<file path="src/rtl/motor_cmd_pkg.sv">
// Shared types and helpers for the motor command ramp stage: mode/drive encodings,
// channel FSM states and the write-time speed clamp.
package motor_cmd_pkg;

  localparam int unsigned SpeedW         = 14;
  localparam int unsigned RawSpeedW      = 13;
  localparam int unsigned DutyW          = 12;
  localparam int unsigned DutyMaxDefault = 2600;

  typedef logic signed [SpeedW-1:0] speed_t;
  typedef logic [DutyW-1:0]         duty_t;

  typedef enum logic [1:0] {
    ModeIdle    = 2'b00,
    ModeRun     = 2'b01,
    ModeBrake   = 2'b10,
    ModeIdleAlt = 2'b11
  } mode_e;

  typedef enum logic [1:0] {
    DrvIdle  = 2'b00,
    DrvRev   = 2'b01,
    DrvFwd   = 2'b10,
    DrvBrake = 2'b11
  } drive_e;

  typedef enum logic [1:0] {
    StIdle,
    StRun,
    StDead,
    StBrake
  } chan_state_e;

  function automatic logic is_pos(speed_t s);
    return !s[SpeedW-1] && (s != '0);
  endfunction

  // Sign-extend the 13-bit host speed and clamp it to +/-lim.
  function automatic speed_t clamp_speed(logic [RawSpeedW-1:0] raw, speed_t lim);
    speed_t s;
    s = speed_t'($signed(raw));
    if (s > lim) begin
      s = lim;
    end else if (s < -lim) begin
      s = -lim;
    end
    return s;
  endfunction

endpackage

</file>
<file path="src/rtl/motor_cmd_ramp_if.sv">
// Host command / driver output bundle of the motor command ramp stage.
interface motor_cmd_ramp_if;
  import motor_cmd_pkg::*;

  logic        enable;
  logic        wr_en;
  logic [1:0]  wr_addr;
  logic [15:0] wr_data;
  duty_t       ramp_step;
  duty_t       duty0;
  duty_t       duty1;
  duty_t       duty2;
  duty_t       duty3;
  logic [7:0]  drive_code;
  logic        mot_en;
  logic        wdog_trip;

  modport master (
    output enable, wr_en, wr_addr, wr_data, ramp_step,
    input  duty0, duty1, duty2, duty3, drive_code, mot_en, wdog_trip
  );

  modport slave (
    input  enable, wr_en, wr_addr, wr_data, ramp_step,
    output duty0, duty1, duty2, duty3, drive_code, mot_en, wdog_trip
  );

endinterface

</file>
<file path="src/rtl/motor_ramp_chan.sv">
// One motor channel: slew-limited speed ramp with dead-time on direction reversal.
// Outputs are registered from the next-state values.
module motor_ramp_chan
  import motor_cmd_pkg::*;
#(
  parameter int unsigned DUTY_MAX   = DutyMaxDefault,
  parameter int unsigned DEAD_TICKS = 4
) (
  input  logic   clk,
  input  logic   rst_n,
  input  logic   tick_i,
  input  logic   wr_i,
  input  mode_e  mode_i,
  input  speed_t speed_i,
  input  duty_t  ramp_step_i,
  input  logic   force_idle_i,
  output duty_t  duty_o,
  output drive_e code_o
);

  localparam int unsigned DeadW = (DEAD_TICKS > 1) ? $clog2(DEAD_TICKS) : 1;

  chan_state_e      state_q, state_d;
  speed_t           target_q, target_d;
  speed_t           cur_q, cur_d;
  logic [DeadW-1:0] dead_q, dead_d;
  duty_t            duty_q, duty_d;
  drive_e           code_q, code_d;

  speed_t diff, step_s, stepped, mag;
  logic   reversal;

  always_comb begin
    diff   = target_q - cur_q;
    step_s = $signed({2'b00, ramp_step_i});
    if (ramp_step_i == '0) begin
      stepped = target_q;
    end else if (!diff[SpeedW-1] && (diff <= step_s)) begin
      stepped = target_q;
    end else if (diff[SpeedW-1] && (-diff <= step_s)) begin
      stepped = target_q;
    end else if (!diff[SpeedW-1]) begin
      stepped = cur_q + step_s;
    end else begin
      stepped = cur_q - step_s;
    end
    // A step stops at zero rather than passing through it.
    if ((cur_q[SpeedW-1] && is_pos(stepped)) || (is_pos(cur_q) && stepped[SpeedW-1])) begin
      stepped = '0;
    end
    reversal = (cur_q != '0) && (stepped == '0) &&
               ((is_pos(cur_q) && target_q[SpeedW-1]) || (cur_q[SpeedW-1] && is_pos(target_q)));
  end

  always_comb begin
    state_d  = state_q;
    target_d = target_q;
    cur_d    = cur_q;
    dead_d   = dead_q;

    unique case (state_q)
      StRun: begin
        if (tick_i) begin
          cur_d = stepped;
          if (reversal && (DEAD_TICKS != 0)) begin
            state_d = StDead;
            dead_d  = '0;
          end
        end
      end
      StDead: begin
        if (tick_i) begin
          if (dead_q == DeadW'(DEAD_TICKS - 1)) begin
            state_d = StRun;
          end else begin
            dead_d = dead_q + 1'b1;
          end
        end
      end
      default: ;
    endcase

    // Writes take effect after the tick step, so a coincident step uses the old target.
    if (wr_i) begin
      unique case (mode_i)
        ModeRun: begin
          target_d = speed_i;
          if ((state_q == StIdle) || (state_q == StBrake)) begin
            state_d = StRun;
            cur_d   = '0;
          end
        end
        ModeBrake: begin
          state_d = StBrake;
          cur_d   = '0;
        end
        default: begin
          state_d = StIdle;
          cur_d   = '0;
        end
      endcase
    end

    if (force_idle_i) begin
      state_d = StIdle;
      cur_d   = '0;
    end
  end

  always_comb begin
    mag    = cur_d[SpeedW-1] ? -cur_d : cur_d;
    duty_d = '0;
    code_d = DrvIdle;
    unique case (state_d)
      StRun: begin
        duty_d = duty_t'(mag);
        if (is_pos(cur_d)) begin
          code_d = DrvFwd;
        end else if (cur_d[SpeedW-1]) begin
          code_d = DrvRev;
        end
      end
      StBrake: begin
        duty_d = duty_t'(DUTY_MAX);
        code_d = DrvBrake;
      end
      default: ;
    endcase
  end

  always_ff @(posedge clk or negedge rst_n) begin
    if (!rst_n) begin
      state_q  <= StIdle;
      target_q <= '0;
      cur_q    <= '0;
      dead_q   <= '0;
      duty_q   <= '0;
      code_q   <= DrvIdle;
    end else begin
      state_q  <= state_d;
      target_q <= target_d;
      cur_q    <= cur_d;
      dead_q   <= dead_d;
      duty_q   <= duty_d;
      code_q   <= code_d;
    end
  end

  assign duty_o = duty_q;
  assign code_o = code_q;

endmodule

</file>
<file path="src/rtl/motor_cmd_ramp.sv">
// Command stage for the 4-channel PWM motor driver: tick divider, command watchdog,
// write decode/clamp and output packing around four ramp channels.
module motor_cmd_ramp
  import motor_cmd_pkg::*;
#(
  parameter int unsigned DUTY_MAX   = DutyMaxDefault,
  parameter int unsigned RAMP_DIV   = 2601,
  parameter int unsigned DEAD_TICKS = 4,
  parameter int unsigned WDOG_TICKS = 1000
) (
  input logic             clk,
  input logic             rst_n,
  motor_cmd_ramp_if.slave bus
);

  localparam int unsigned DivW     = (RAMP_DIV > 1) ? $clog2(RAMP_DIV) : 1;
  localparam int unsigned WdW      = (WDOG_TICKS > 1) ? $clog2(WDOG_TICKS) : 1;
  localparam speed_t      SpeedLim = speed_t'(DUTY_MAX);

  logic [DivW-1:0] div_q, div_d;
  logic [WdW-1:0]  wdog_q, wdog_d;
  logic            trip_q, trip_d;
  logic            mot_en_q, mot_en_d;
  logic            tick;
  mode_e           wr_mode;
  speed_t          wr_speed;
  duty_t           duty [4];
  drive_e          code [4];
  logic            unused_reserved;

  assign tick            = (div_q == DivW'(RAMP_DIV - 1));
  assign wr_mode         = mode_e'(bus.wr_data[15:14]);
  assign wr_speed        = clamp_speed(bus.wr_data[12:0], SpeedLim);
  assign unused_reserved = bus.wr_data[13];

  always_comb begin
    div_d  = tick ? '0 : div_q + 1'b1;
    wdog_d = wdog_q;
    trip_d = trip_q;
    if (bus.wr_en) begin
      wdog_d = '0;
      trip_d = 1'b0;
    end else if ((WDOG_TICKS != 0) && tick && !trip_q) begin
      if (wdog_q == WdW'(WDOG_TICKS - 1)) begin
        trip_d = 1'b1;
        wdog_d = '0;
      end else begin
        wdog_d = wdog_q + 1'b1;
      end
    end
    mot_en_d = bus.enable & ~trip_d;
  end

  always_ff @(posedge clk or negedge rst_n) begin
    if (!rst_n) begin
      div_q    <= '0;
      wdog_q   <= '0;
      trip_q   <= 1'b0;
      mot_en_q <= 1'b0;
    end else begin
      div_q    <= div_d;
      wdog_q   <= wdog_d;
      trip_q   <= trip_d;
      mot_en_q <= mot_en_d;
    end
  end

  // trip_d is never set in a write cycle, so a write that clears the trip applies normally.
  for (genvar i = 0; i < 4; i++) begin : g_chan
    motor_ramp_chan #(
      .DUTY_MAX  (DUTY_MAX),
      .DEAD_TICKS(DEAD_TICKS)
    ) u_chan (
      .clk         (clk),
      .rst_n       (rst_n),
      .tick_i      (tick),
      .wr_i        (bus.wr_en && (bus.wr_addr == 2'(i))),
      .mode_i      (wr_mode),
      .speed_i     (wr_speed),
      .ramp_step_i (bus.ramp_step),
      .force_idle_i(trip_d),
      .duty_o      (duty[i]),
      .code_o      (code[i])
    );
  end

  assign bus.duty0      = duty[0];
  assign bus.duty1      = duty[1];
  assign bus.duty2      = duty[2];
  assign bus.duty3      = duty[3];
  assign bus.drive_code = {code[0], code[1], code[2], code[3]};
  assign bus.mot_en     = mot_en_q;
  assign bus.wdog_trip  = trip_q;

endmodule

</file>
<file path="src/flat_wrapper.sv">
// flat-port wrapper written by rule: the top's interface ports become plain ports
module motor_cmd_ramp_flat import motor_cmd_pkg::*;
#(
  parameter int unsigned DUTY_MAX   = DutyMaxDefault,
  parameter int unsigned RAMP_DIV   = 2601,
  parameter int unsigned DEAD_TICKS = 4,
  parameter int unsigned WDOG_TICKS = 1000
)
  (clk, rst_n, bus_enable, bus_wr_en, bus_wr_addr, bus_wr_data, bus_ramp_step, bus_duty0, bus_duty1, bus_duty2, bus_duty3, bus_drive_code, bus_mot_en, bus_wdog_trip);
  motor_cmd_ramp_if bus_i ();
  input logic clk;
  input logic rst_n;
  input wire logic [$bits(bus_i.enable)-1:0] bus_enable;
  input wire logic [$bits(bus_i.wr_en)-1:0] bus_wr_en;
  input wire logic [$bits(bus_i.wr_addr)-1:0] bus_wr_addr;
  input wire logic [$bits(bus_i.wr_data)-1:0] bus_wr_data;
  input wire logic [$bits(bus_i.ramp_step)-1:0] bus_ramp_step;
  output wire logic [$bits(bus_i.duty0)-1:0] bus_duty0;
  output wire logic [$bits(bus_i.duty1)-1:0] bus_duty1;
  output wire logic [$bits(bus_i.duty2)-1:0] bus_duty2;
  output wire logic [$bits(bus_i.duty3)-1:0] bus_duty3;
  output wire logic [$bits(bus_i.drive_code)-1:0] bus_drive_code;
  output wire logic [$bits(bus_i.mot_en)-1:0] bus_mot_en;
  output wire logic [$bits(bus_i.wdog_trip)-1:0] bus_wdog_trip;
  assign bus_i.enable = bus_enable;
  assign bus_i.wr_en = bus_wr_en;
  assign bus_i.wr_addr = bus_wr_addr;
  assign bus_i.wr_data = bus_wr_data;
  assign bus_i.ramp_step = bus_ramp_step;
  assign bus_duty0 = bus_i.duty0;
  assign bus_duty1 = bus_i.duty1;
  assign bus_duty2 = bus_i.duty2;
  assign bus_duty3 = bus_i.duty3;
  assign bus_drive_code = bus_i.drive_code;
  assign bus_mot_en = bus_i.mot_en;
  assign bus_wdog_trip = bus_i.wdog_trip;
  motor_cmd_ramp #(.DUTY_MAX(DUTY_MAX), .RAMP_DIV(RAMP_DIV), .DEAD_TICKS(DEAD_TICKS), .WDOG_TICKS(WDOG_TICKS)) u_core (.clk(clk), .rst_n(rst_n), .bus(bus_i));
endmodule
</file>
<file path="config.mk">
export PLATFORM = sky130hd
export DESIGN_NAME = motor_cmd_ramp_flat
export DESIGN_NICKNAME = d
export VERILOG_FILES = /design/src/rtl/motor_cmd_pkg.sv /design/src/rtl/motor_cmd_ramp_if.sv /design/src/rtl/motor_ramp_chan.sv /design/src/rtl/motor_cmd_ramp.sv /design/src/flat_wrapper.sv
export SDC_FILE = /design/constraint.sdc
export NUM_CORES = 1
export LEC_CHECK = 0
export CAP_MARGIN = 15
export CELL_PAD_IN_SITES_DETAIL_PLACEMENT = 1
export CELL_PAD_IN_SITES_GLOBAL_PLACEMENT = 2
export CORE_UTILIZATION = 35
export DETAILED_ROUTE_END_ITERATION = 7
export PLACE_DENSITY_LB_ADDON = 0.1
export RECOVER_POWER = 50
export SYNTH_ARGS = -nofsm -noshare
export SYNTH_HDL_FRONTEND = slang
export SYNTH_SLANG_ARGS = --single-unit
</file>
<file path="constraint.sdc">
create_clock -name clk -period 8.4 [get_ports clk]
set_input_delay 1.68 -clock clk [delete_from_list [all_inputs] [get_ports clk]]
set_output_delay 1.68 -clock clk [all_outputs]
set_load 0.005 [all_outputs]
</file>
==> results of run 1 <==
==> cells by family after synthesis <==
logic type               after synthesis
AO/OA/AOI/OAI                        774
XOR/XNOR                             181
adder cells (fa/ha/maj)              231
buffers and inverters                259
flip-flops                           204
multiplexers                          63
AND/OR/NAND/NOR                      882
==> cell usage in the layout (no fill, tap or decap), types with 10 or more instances in the layout <==
| master | n |
|---|---|
| a2111oi_0 | 12 |
| a211oi_1 | 32 |
| a21o_1 | 58 |
| a21oi_1 | 187 |
| a31oi_1 | 36 |
| and2_1 | 28 |
| and3_1 | 35 |
| buf_4 | 81 |
| clkbuf_16 | 26 |
| clkdlybuf4s50_1 | 83 |
| clkinv_1 | 10 |
| dfrtp_1 | 204 |
| ha_1 | 223 |
| inv_1 | 185 |
| mux2_2 | 15 |
| mux2i_1 | 47 |
| nand2_1 | 250 |
| nand2b_1 | 32 |
| nand3_1 | 59 |
| nand4_1 | 29 |
| nor2_1 | 190 |
| nor2b_1 | 44 |
| nor3_1 | 62 |
| nor3b_1 | 20 |
| nor4_1 | 20 |
| o211ai_1 | 22 |
| o21a_1 | 30 |
| o21ai_0 | 201 |
| o22ai_1 | 26 |
| o311ai_0 | 12 |
| o31a_1 | 12 |
| or3_1 | 53 |
| or4_1 | 11 |
| xnor2_1 | 116 |
| xor2_1 | 62 |
==> what timing repair did <==
item | 4_1_cts | 5_1_grt
setup buffers | 0 | 0
resized for setup | 0 | 4
setup endpoints to repair | 0 | 8
==> power by group <==
part / internal, mW / switching [mW] / leakage [nW] / total (mW)
combinational: 1.70 / 2.63 / 7.64 / 4.33
sequential: 1.06 / 0.127 / 2.74 / 1.19
clock: 0.703 / 0.484 / 0.445 / 1.19
total: 3.46 / 3.25 / 10.8 / 6.71
==> worst max-delay path, delay by kind of cell <==
family / cells / cell delay, ns
buf+inv: 3 / 0.98
xor+xnor: 1 / 0.14
compound gates: 6 / 1.62
simple gates: 11 / 3.00
fa+ha+maj: 2 / 0.66
mux: 2 / 0.30
==> final cells by class <==
type | count | area share
tap | 765 | 0.03999
sequential | 204 | 0.2133
inverter | 196 | 0.03074
multi-input combinational | 2131 | 0.6137
clock buffer | 37 | 0.03225
clock inverter | 11 | 0.005803
timing repair buffer | 177 | 0.06420
==> Yosys cell counts, types with 15 or more instances <==
cell / count / area share
nor2b_1: 44 / 0.013
dfrtp_1: 204 / 0.25
o21ai_0: 201 / 0.048
nor3b_1: 20 / 0.0072
nand3_1: 59 / 0.014
and2_1: 29 / 0.0087
nor2_1: 190 / 0.034
a31oi_1: 36 / 0.011
a21o_1: 58 / 0.021
nor3_1: 63 / 0.015
ha_1: 223 / 0.13
xor2_1: 62 / 0.026
inv_1: 185 / 0.033
xnor2_1: 117 / 0.049
nor4_1: 20 / 0.0060
o22ai_1: 26 / 0.0078
nand2_1: 250 / 0.045
o21a_1: 30 / 0.011
mux2i_1: 47 / 0.023
a21oi_1: 188 / 0.045
or3_1: 53 / 0.016
nand4_1: 29 / 0.0087
and3_1: 35 / 0.011
a211oi_1: 33 / 0.012
nand2b_1: 32 / 0.0096
mux2_2: 15 / 0.0081
o211ai_1: 22 / 0.0080
clkbuf_1: 53 / 0.0096
==> per-stage QoR <==
| step | cells | worst slack [ns] |
|---|---|---|
| floorplan | 2594 | 1.109 |
| global placement | 3471 | 0.1818 |
| detailed placement | 3472 | -0.02824 |
| CTS | 3520 | 0.3324 |
| global route | 3521 | 0.07686 |
| finish | 3521 | 0.5214 |
==> path summary, 6_finish.rpt <==
kind                                                   from                                  end  slack (ns)  cells past startpoint
setup / recovery                           bus_ramp_step[0]    u_core.g_chan[2].u_chan.duty_o[4]        0.52                     25
hold / removal                              u_core.div_q[8]                      u_core.div_q[8]        0.51                      1
setup reg to reg           u_core.g_chan[3].u_chan.cur_q[5]    u_core.g_chan[3].u_chan.duty_o[6]        0.57                     30
hold reg to reg                             u_core.div_q[8]                      u_core.div_q[8]        0.51                      1
max in group asynchronous                             rst_n  u_core.g_chan[3].u_chan.target_q[4]        2.42                      2
min in group asynchronous                             rst_n                     u_core.wdog_q[4]        2.58                      1
==> per-layer routing <==
| layer | wire length (um) | vias up | GRT usage |
|---|---|---|---|
| met1 | 37120 | 10147 | 0.3522 |
| met4 | 2730 | 0 | 0.08623 |
| li1 | - | 9749 | - |
| met2 | 38460 | 397 | 0.4630 |
| met3 | 2939 | 135 | 0.02346 |
| met5 | 0 | - | 0 |
==> flip-flops by register name (all words and copies together), names as in the netlist <==
name                           count
u_core.bus.wdog_trip               1
u_core.g_chan.u_chan.dead_q        8
u_core.div_q                      12
u_core.g_chan.u_chan.code_o        8
u_core.g_chan.u_chan.target_q     52
u_core.bus.mot_en                  1
u_core.g_chan.u_chan.state_q       8
u_core.wdog_q                     10
u_core.g_chan.u_chan.duty_o       48
u_core.g_chan.u_chan.cur_q        56
==> results.tsv, run 1 <==
metric	value	unit
Syn. warnings	0	
Max Cap Viol	3	
Netlist Area Pre-Place	20750	sq um
H-tree depth	1	
most used cell, CP	or3_1	
first-pass GRT wire length	126300	um
IO Port Bufs	90	
Starting Density	0.3570	
worst-margin pin slew	4.238	ns
Die ar.	60280	sq um
CTS tree	yes	
post-synthesis sequential area ratio	0.2460	
vias per cell	5.802	
Pleak	10.82	nW
final hold vios	0	
post-route cell area	23930	sq um
fmax	0.1269	GHz
largest net degree at the start of global routing	78	
Setup-failing EPs final	0	
DR pass1 iterations	5	
unrepaired setup endpoints after global routing	no	
Clock Latency Late Sink	0.59	ns
status	complete, but fails checks	
largest family of logic cells by synthesized area	compound AO/OA/AOI/OAI gates	
share of cells above drive strength 1	0.06894	
max-slew violations	209	
vias	20428	
final core utilization	0.4117	
fin crit period	7.879	ns
DP Wirelength	65340	um
post-synthesis adder-cell area fraction	0.1422	
Die Span X	245.5	um
Nets	3001	
syn nets	2859	
async set or reset register ratio after synthesis	1.000	
Rel. slew slack	-1.825	
fillcell total	7017	
Die H	245.5	um
Compound-Gate Fraction of Synth Area	0.2430	
Synth Flop Type	dfrtp_1	
routed len/inst	23.08	um
Critical Path Fanout Max	7	
initial antenna violation count	2	
Syn Area/Cell	8.001	sq um
max incr delay on CP	0.66	ns
Hold WC Path Type	reg2reg	
Total GRT Usage	0.2687	
Critical Path AT	8.37	ns
violated checks	max-capacitance violations, max-slew violations	
Multi-input gate area	14690	sq um
number of global-route vias before repair	21498	
clk root buf	clkbuf_16	
setup clock skew after layout	0.02361	ns
synthesis-to-finish area growth	15.33	%
post-synthesis xor/xnor area fraction	0.07741	
synthesized instance count	2594	
distinct cell type count after synthesis	95	
initial drt markers	928	
setup_tns	0	ns
CTS Buf Count	26	
clock tree buffer depth	3	
WHS	0.5125	ns
number of synthesized register bits	204	
core area	58140	sq um
final wirelength	81250	um
mux contribution to synthesized area	0.03189	
CP Data Required Time	8.90	ns
Ant. Diodes	0	
crit end category	register	
IO Pins	92	
GR Overflow Total	0	
WS Path Type	in2reg	
Total Power	6.708	mW
Worst VDD drop	0.1560	mV
GPL Wtd Cong	0.9193	
row cnt	88	
Storage cell area	5105	sq um
clock transition at the registers of the reported paths	0.06	ns
CP max-delay cell	or4b_2	
Period Utilization, post-route	0.9379	
Post-synth EDFFs	0	
placed instance area	23020	sq um
CTS sink count	204	
drt drc	0	
CTS Hold Bufs	0	
simple-gate area share of the yosys netlist	0.2120	
Critical Path Start Type	input port	
Power Dens Cells	280.3	nW/um^2
antenna-violating nets left	0	
No activity file was read; power rests on OpenSTA's default activity.
==> inputs of run 2 (changes only) <==
--- a/config.mk
+++ b/config.mk
@@ -10,8 +10,8 @@
 export CELL_PAD_IN_SITES_GLOBAL_PLACEMENT = 2
 export CORE_UTILIZATION = 35
 export DETAILED_ROUTE_END_ITERATION = 7
+export DONT_BUFFER_PORTS = 1
 export PLACE_DENSITY_LB_ADDON = 0.1
-export RECOVER_POWER = 50
 export SYNTH_ARGS = -nofsm -noshare
 export SYNTH_HDL_FRONTEND = slang
 export SYNTH_SLANG_ARGS = --single-unit
==> run 2 against run 1 <==
Compared with the run above: the flow now finishes without violations; sequential power hardly changed; maximum frequency hardly changed; clock skew is 0.0051 ns higher; final cell count is 3.0% lower.
==> results.tsv, run 2 (synthesized netlist as in run 1, its figures left out) <==
metric	value	unit	change
Hold Path Depth	1		unchanged
Critical Path Source	u_core.g_chan[3].u_chan.target_q[5]		
DR pass1 iterations	5		unchanged
CTS tree	yes		
crit end category	register		
Die H	245.5	um	unchanged
placed insts	3361		-3.2%
setup_tns	0	ns	unchanged
vias	19996		-2.1%
fillcell total	7016		-0.014%
clk root buf	clkbuf_16		
WS Path Type	reg2reg		
Clock Latency Late Sink	0.58	ns	about the same
GR Overflow Total	0		unchanged
r2r setup slk	0.53	ns	-0.04 ns
H-tree depth	1		unchanged
dpl ws	0.2824	ns	+0.3106 ns
clock transition at the registers of the reported paths	0.06	ns	about the same
IO Pins	92		unchanged
Multi-input gate area	14700	sq um	about the same
status	completed		
Critical Path AT	8.30	ns	-0.07 ns
Rel. slew slack	0.1460		+1.971
drt drc	0		unchanged
unrepaired setup endpoints after global routing	yes		
Max Cap Viol	0		-3
most frequent cells in the layout	250 x nand2_1, 222 x ha_1, 204 x dfrtp_1, 199 x o21ai_0, 190 x nor2_1		
Worst VDD drop	0.1675	mV	+7.4%
synthesis-to-finish area growth	10.57	%	
Hold WC Path Type	reg2reg		
vias per cell	5.855		+0.92%
CP Data Required Time	8.83	ns	-0.07 ns
row cnt	88		unchanged
Die Span X	245.5	um	unchanged
final wirelength	81980	um	+0.90%
final worst setup slack	0.5264	ns	+0.005033 ns
antenna-violating nets left	0		unchanged
cell depth of the worst flop-to-flop path	30		unchanged
RR Endpoint	u_core.g_chan[3].u_chan.duty_o[8]		
Critical Path Start Type	register		
Buf/Inv on CP	3		unchanged
Starting Density	0.3570		unchanged
Power Dens Cells	290.0	nW/um^2	+3.5%
Largest Register	u_core.g_chan.u_chan.cur_q		
largest net degree at the start of global routing	205		+160%
first-pass GRT wire length	126100	um	-0.11%
max incr delay on CP	0.51	ns	-0.15 ns
worst-margin pin slew	1.268	ns	-2.970 ns
routed len/inst	24.01	um	+4.0%
Crit Reg-Reg Startpoint	u_core.g_chan[3].u_chan.target_q[5]		
Nets	2892		-3.6%
setup clock skew after layout	0.02873	ns	+0.005119 ns
fmax	0.1270	GHz	about the same
Layout Cells excl Fill	3415		-3.0%
Storage cell area	5105	sq um	unchanged
crit path capture	u_core.g_chan[3].u_chan.duty_o[8]		
share of cells above drive strength 1	0.06533		-0.003608
initial antenna violation count	4		+2
CTS sink count	204		unchanged
number of global-route vias before repair	20952		-2.5%
Total GRT Usage	0.2702		+0.001408
CP Depth	30		+20%
fin crit period	7.874	ns	-0.005033 ns
GPL Wtd Cong	0.9243		+0.54%
DP Wirelength	64590	um	-1.1%
Period Utilization, post-route	0.9373		about the same
Critical Path Fanout Max	7		unchanged
CTS Hold Bufs	0		unchanged
max-slew violations	0		-100%
final hold vios	0		unchanged
core area	58140	sq um	unchanged
Pleak	10.41	nW	-3.8%
max reg flops	56		unchanged
initial drt markers	1002		+8.0%
clock tree buffer depth	3		unchanged
delay-heaviest family, CP	compound AO/OA/AOI/OAI gates		
IO Port Bufs	0		-100%
CTS Buf Count	27		+3.8%
CP max-delay cell	fa_1		
commonest non-fill, non-tap cell in the layout	nand2_1		
Die ar.	60280	sq um	unchanged
Setup-failing EPs final	0		unchanged
[run 2: repair_timing]
item / CTS / global route
endpoints found under the setup margin: 0 / 12
setup buffers: 0 / 1
resized for setup: 0 / 6
[run 2: per-stage QoR]
step / hold WS [ns] / total power [mW] / area [sq um] / util
floorplan: 0.4607 / 4.205 / 20750 / -
global placement: 0.4846 / 5.262 / 21950 / 0.3776
detailed placement: 0.4876 / 5.367 / 21950 / 0.3776
CTS: 0.5074 / 6.651 / 22900 / 0.3939
global route: 0.5305 / 7.174 / 22950 / 0.3947
finish: 0.5076 / 6.655 / 22950 / 0.3947
[run 2: worst min path at each step]
stage                          from              end
floorplan           u_core.div_q[8]  u_core.div_q[8]
global placement    u_core.div_q[8]  u_core.div_q[8]
detailed placement  u_core.div_q[8]  u_core.div_q[8]
global route        u_core.div_q[8]  u_core.div_q[8]
CTS                 u_core.div_q[8]  u_core.div_q[8]
finish              u_core.div_q[8]  u_core.div_q[8]
[run 2: power by group]
group	internal (mW)	leakage, nW	switching [mW]	total, mW
clock	0.747	0.461	0.488	1.23
combinational	1.65	7.21	2.59	4.24
sequential	1.06	2.74	0.116	1.18
total	3.46	10.4	3.20	6.66
[run 2: routing by layer]
metal / vias to the layer above / routed length [um] / track usage
met3: 95 / 2881 / 0.02554
met4: 0 / 2052 / 0.07125
met5: - / 0 / 0
li1: 9543 / - / -
met2: 339 / 39120 / 0.4676
met1: 10019 / 37920 / 0.3565
[run 2: final cells by class]
cell class	count	area share
multi-input cells	2131	0.6404
clock buffers	38	0.03429
inverters	196	0.03206
repair buffers	67	0.02192
diodes	2	0.0002181
flip-flops and latches	204	0.2225
clock inverters	12	0.006924
well taps	765	0.04171
==> inputs of run 3 (changes only) <==
--- a/config.mk
+++ b/config.mk
@@ -5,13 +5,13 @@
 export SDC_FILE = /design/constraint.sdc
 export NUM_CORES = 1
 export LEC_CHECK = 0
-export CAP_MARGIN = 15
+export CAP_MARGIN = 20
 export CELL_PAD_IN_SITES_DETAIL_PLACEMENT = 1
 export CELL_PAD_IN_SITES_GLOBAL_PLACEMENT = 2
 export CORE_UTILIZATION = 35
 export DETAILED_ROUTE_END_ITERATION = 7
 export DONT_BUFFER_PORTS = 1
-export PLACE_DENSITY_LB_ADDON = 0.1
+export PLACE_DENSITY = 0.77
 export SYNTH_ARGS = -nofsm -noshare
 export SYNTH_HDL_FRONTEND = slang
 export SYNTH_SLANG_ARGS = --single-unit
==> run 3 against run 2 <==
Compared with the run above: core utilization shrank 0.28 points; via count grew 0.19%; maximum frequency grew 0.30%; final cell count shrank 0.70%; routed wire length shrank 3.1%; total power shrank 0.50%; non-clock buffer count shrank 26; sequential power is essentially flat; clock power grew 3%; clock-buffer cell count grew 1; register-to-register slack gained 0.02 ns; critical endpoint is now u_core.g_chan[3].u_chan.duty_o[6]; largest cell class unchanged.
==> results.tsv, run 3 (synthesized netlist as in run 1, its figures left out) <==
metric	value	unit	change
final worst setup slack	0.5499	ns	+0.02350 ns
commonest non-fill, non-tap cell in the layout	nand2_1		
max reg flops	56		unchanged
H-tree depth	1		unchanged
Max Cap Viol	0		unchanged
share of cells above drive strength 1	0.05606		-0.009268
CTS Hold Bufs	0		unchanged
Hold WC Path Type	reg2reg		
Pint	3.450	mW	-0.24%
switching share of power	0.4790		-0.001349
vias per cell	5.908		+0.89%
Pleak	10.30	nW	-1.0%
crit end category	register		
CTS Buf Count	28		+3.7%
GPL Wtd Cong	0.9343		+1.1%
CTS sink count	204		unchanged
Power Dens Cells	290.6	nW/um^2	+0.21%
final core utilization	0.3919		-0.002798
synthesis-to-finish area growth	9.791	%	
Critical Path Start Type	register		
first-pass GRT wire length	123900	um	-1.8%
initial antenna violation count	3		-1
Period Utilization, post-route	0.9345		-0.002798
CTS tree	yes		
IO Pins	92		unchanged
WS Path Type	reg2reg		
row cnt	88		unchanged
CP max-delay cell	or3_1		
Nets	2867		-0.86%
Starting Density	0.3570		unchanged
dpl ws	0.3268	ns	+0.04441 ns
cell depth of the worst flop-to-flop path	31		+3.3%
vias	20033		+0.19%
setup clock skew after layout	0.01725	ns	-0.01148 ns
Setup-failing EPs final	0		unchanged
max incr delay on CP	0.50	ns	about the same
combinational share of power	0.629		-0.008
RR Endpoint	u_core.g_chan[3].u_chan.duty_o[6]		
Critical Path AT	8.30	ns	about the same
setup_tns	0	ns	unchanged
Clock Latency Late Sink	0.59	ns	about the same
Total Power	6.622	mW	-0.50%
DR pass1 iterations	5		unchanged
Rel. slew slack	0.2418		+0.09575
final wirelength	79450	um	-3.1%
Critical Path Fanout Max	10		+3
core area	58140	sq um	unchanged
crit path capture	u_core.g_chan[3].u_chan.duty_o[6]		
drt drc	0		unchanged
Die Span X	245.5	um	unchanged
Total GRT Usage	0.2630		-0.007184
fmax	0.1274	GHz	+0.30%
Crit Reg-Reg Startpoint	u_core.g_chan[3].u_chan.cur_q[5]		
most used cell, CP	ha_1		
Die ar.	60280	sq um	unchanged
fillcell total	6981		-0.50%
antenna-violating nets left	0		unchanged
number of global-route vias before repair	21202		+1.2%
Clk network pwr share	0.192		+0.006
unrepaired setup endpoints after global routing	no		
Largest Register	u_core.g_chan.u_chan.cur_q		
DP Wirelength	62190	um	-3.7%
IO Port Bufs	0		unchanged
worst-margin pin slew	1.130	ns	-0.1378 ns
fin crit period	7.850	ns	-0.02350 ns
clk root buf	clkbuf_16		
initial drt markers	1168		+17%
sequential power share	0.179		+0.002
most frequent cells in the layout	250 x nand2_1, 223 x ha_1, 204 x dfrtp_1, 197 x o21ai_0, 190 x nor2_1		
status	completed		
Layout Cells excl Fill	3391		-0.70%
r2r setup slk	0.55	ns	+0.02 ns
Die H	245.5	um	unchanged
clock transition at the registers of the reported paths	0.06	ns	about the same
Critical Path Source	u_core.g_chan[3].u_chan.cur_q[5]		
max-slew violations	0		unchanged
Worst VDD drop	0.1801	mV	+7.5%
largest net degree at the start of global routing	205		unchanged
clock tree buffer depth	3		unchanged
Multi-input gate area	14700	sq um	unchanged
routed len/inst	23.43	um	-2.4%
final hold vios	0		unchanged
placed insts	3336		-0.74%
sw power	3.172	mW	-0.78%
CP Data Required Time	8.85	ns	+0.02 ns
Storage cell area	5105	sq um	unchanged
GR Overflow Total	0		unchanged
[run 3: layer usage]
layer | part of all wire | track usage | up-vias
met5 | 0 | 0 | -
met4 | 0.035 | 0.09098 | 0
met3 | 0.052 | 0.03863 | 127
met2 | 0.47 | 0.4453 | 425
met1 | 0.45 | 0.3386 | 9990
li1 | - | - | 9491
[run 3: power groups by stage]
| stage | clock network, mW | logic (mW) | registers (mW) |
|---|---|---|---|
| after floorplan | 0 | 3.07 | 1.14 |
| after global placement | 0 | 3.96 | 1.20 |
| after detailed placement | 0 | 4.10 | 1.20 |
| after CTS | 1.30 | 4.13 | 1.18 |
| after global routing | 1.34 | 4.59 | 1.19 |
| final | 1.27 | 4.17 | 1.18 |
[run 3: layout make-up]
class,instances,area share
flip-flops and latches,204,0.2240
repair buffers,41,0.01351
multi-input cells,2131,0.6450
inverters,196,0.03229
diodes,4,0.0004393
clock inverters,11,0.006589
clock buffers,39,0.03613
well taps,765,0.04201
[run 3: worst min-delay path by stage]
| stage | from | to | slack (ns) | cells past startpoint |
|---|---|---|---|---|
| after floorplan | u_core.div_q[8] | u_core.div_q[8] | 0.46 | 1 |
| after global placement | u_core.div_q[10] | u_core.div_q[10] | 0.49 | 1 |
| after detailed placement | u_core.div_q[8] | u_core.div_q[8] | 0.49 | 1 |
| after CTS | u_core.div_q[8] | u_core.div_q[8] | 0.51 | 1 |
| after global routing | u_core.div_q[8] | u_core.div_q[8] | 0.53 | 1 |
| final | u_core.div_q[8] | u_core.div_q[8] | 0.52 | 1 |
[run 3: stage by stage]
stage / hold WS, ns / instance area (sq um)
2_1_floorplan: 0.4607 / 20750
3_3_place_gp: 0.4887 / 21760
3_5_place_dp: 0.4911 / 21760
4_1_cts: 0.5095 / 22740
5_1_grt: 0.5312 / 22780
6_report: 0.5190 / 22790
[run 3: critical path, delay by kind of cell, from the launching register on]
family / cells / cell delay, ns
DFF: 1 / 0.48
and+or+nand+nor: 9 / 2.01
AOI/OAI and AO/OA: 13 / 2.99
buffers and inverters: 3 / 0.50
xor gates and xnor gates: 3 / 0.74
adders and majority gates: 3 / 1.00
[run 3: timing repair]
action	CTS	global route
buffers inserted	0	0
resized for setup	0	6
endpoints found under the setup margin	0	6
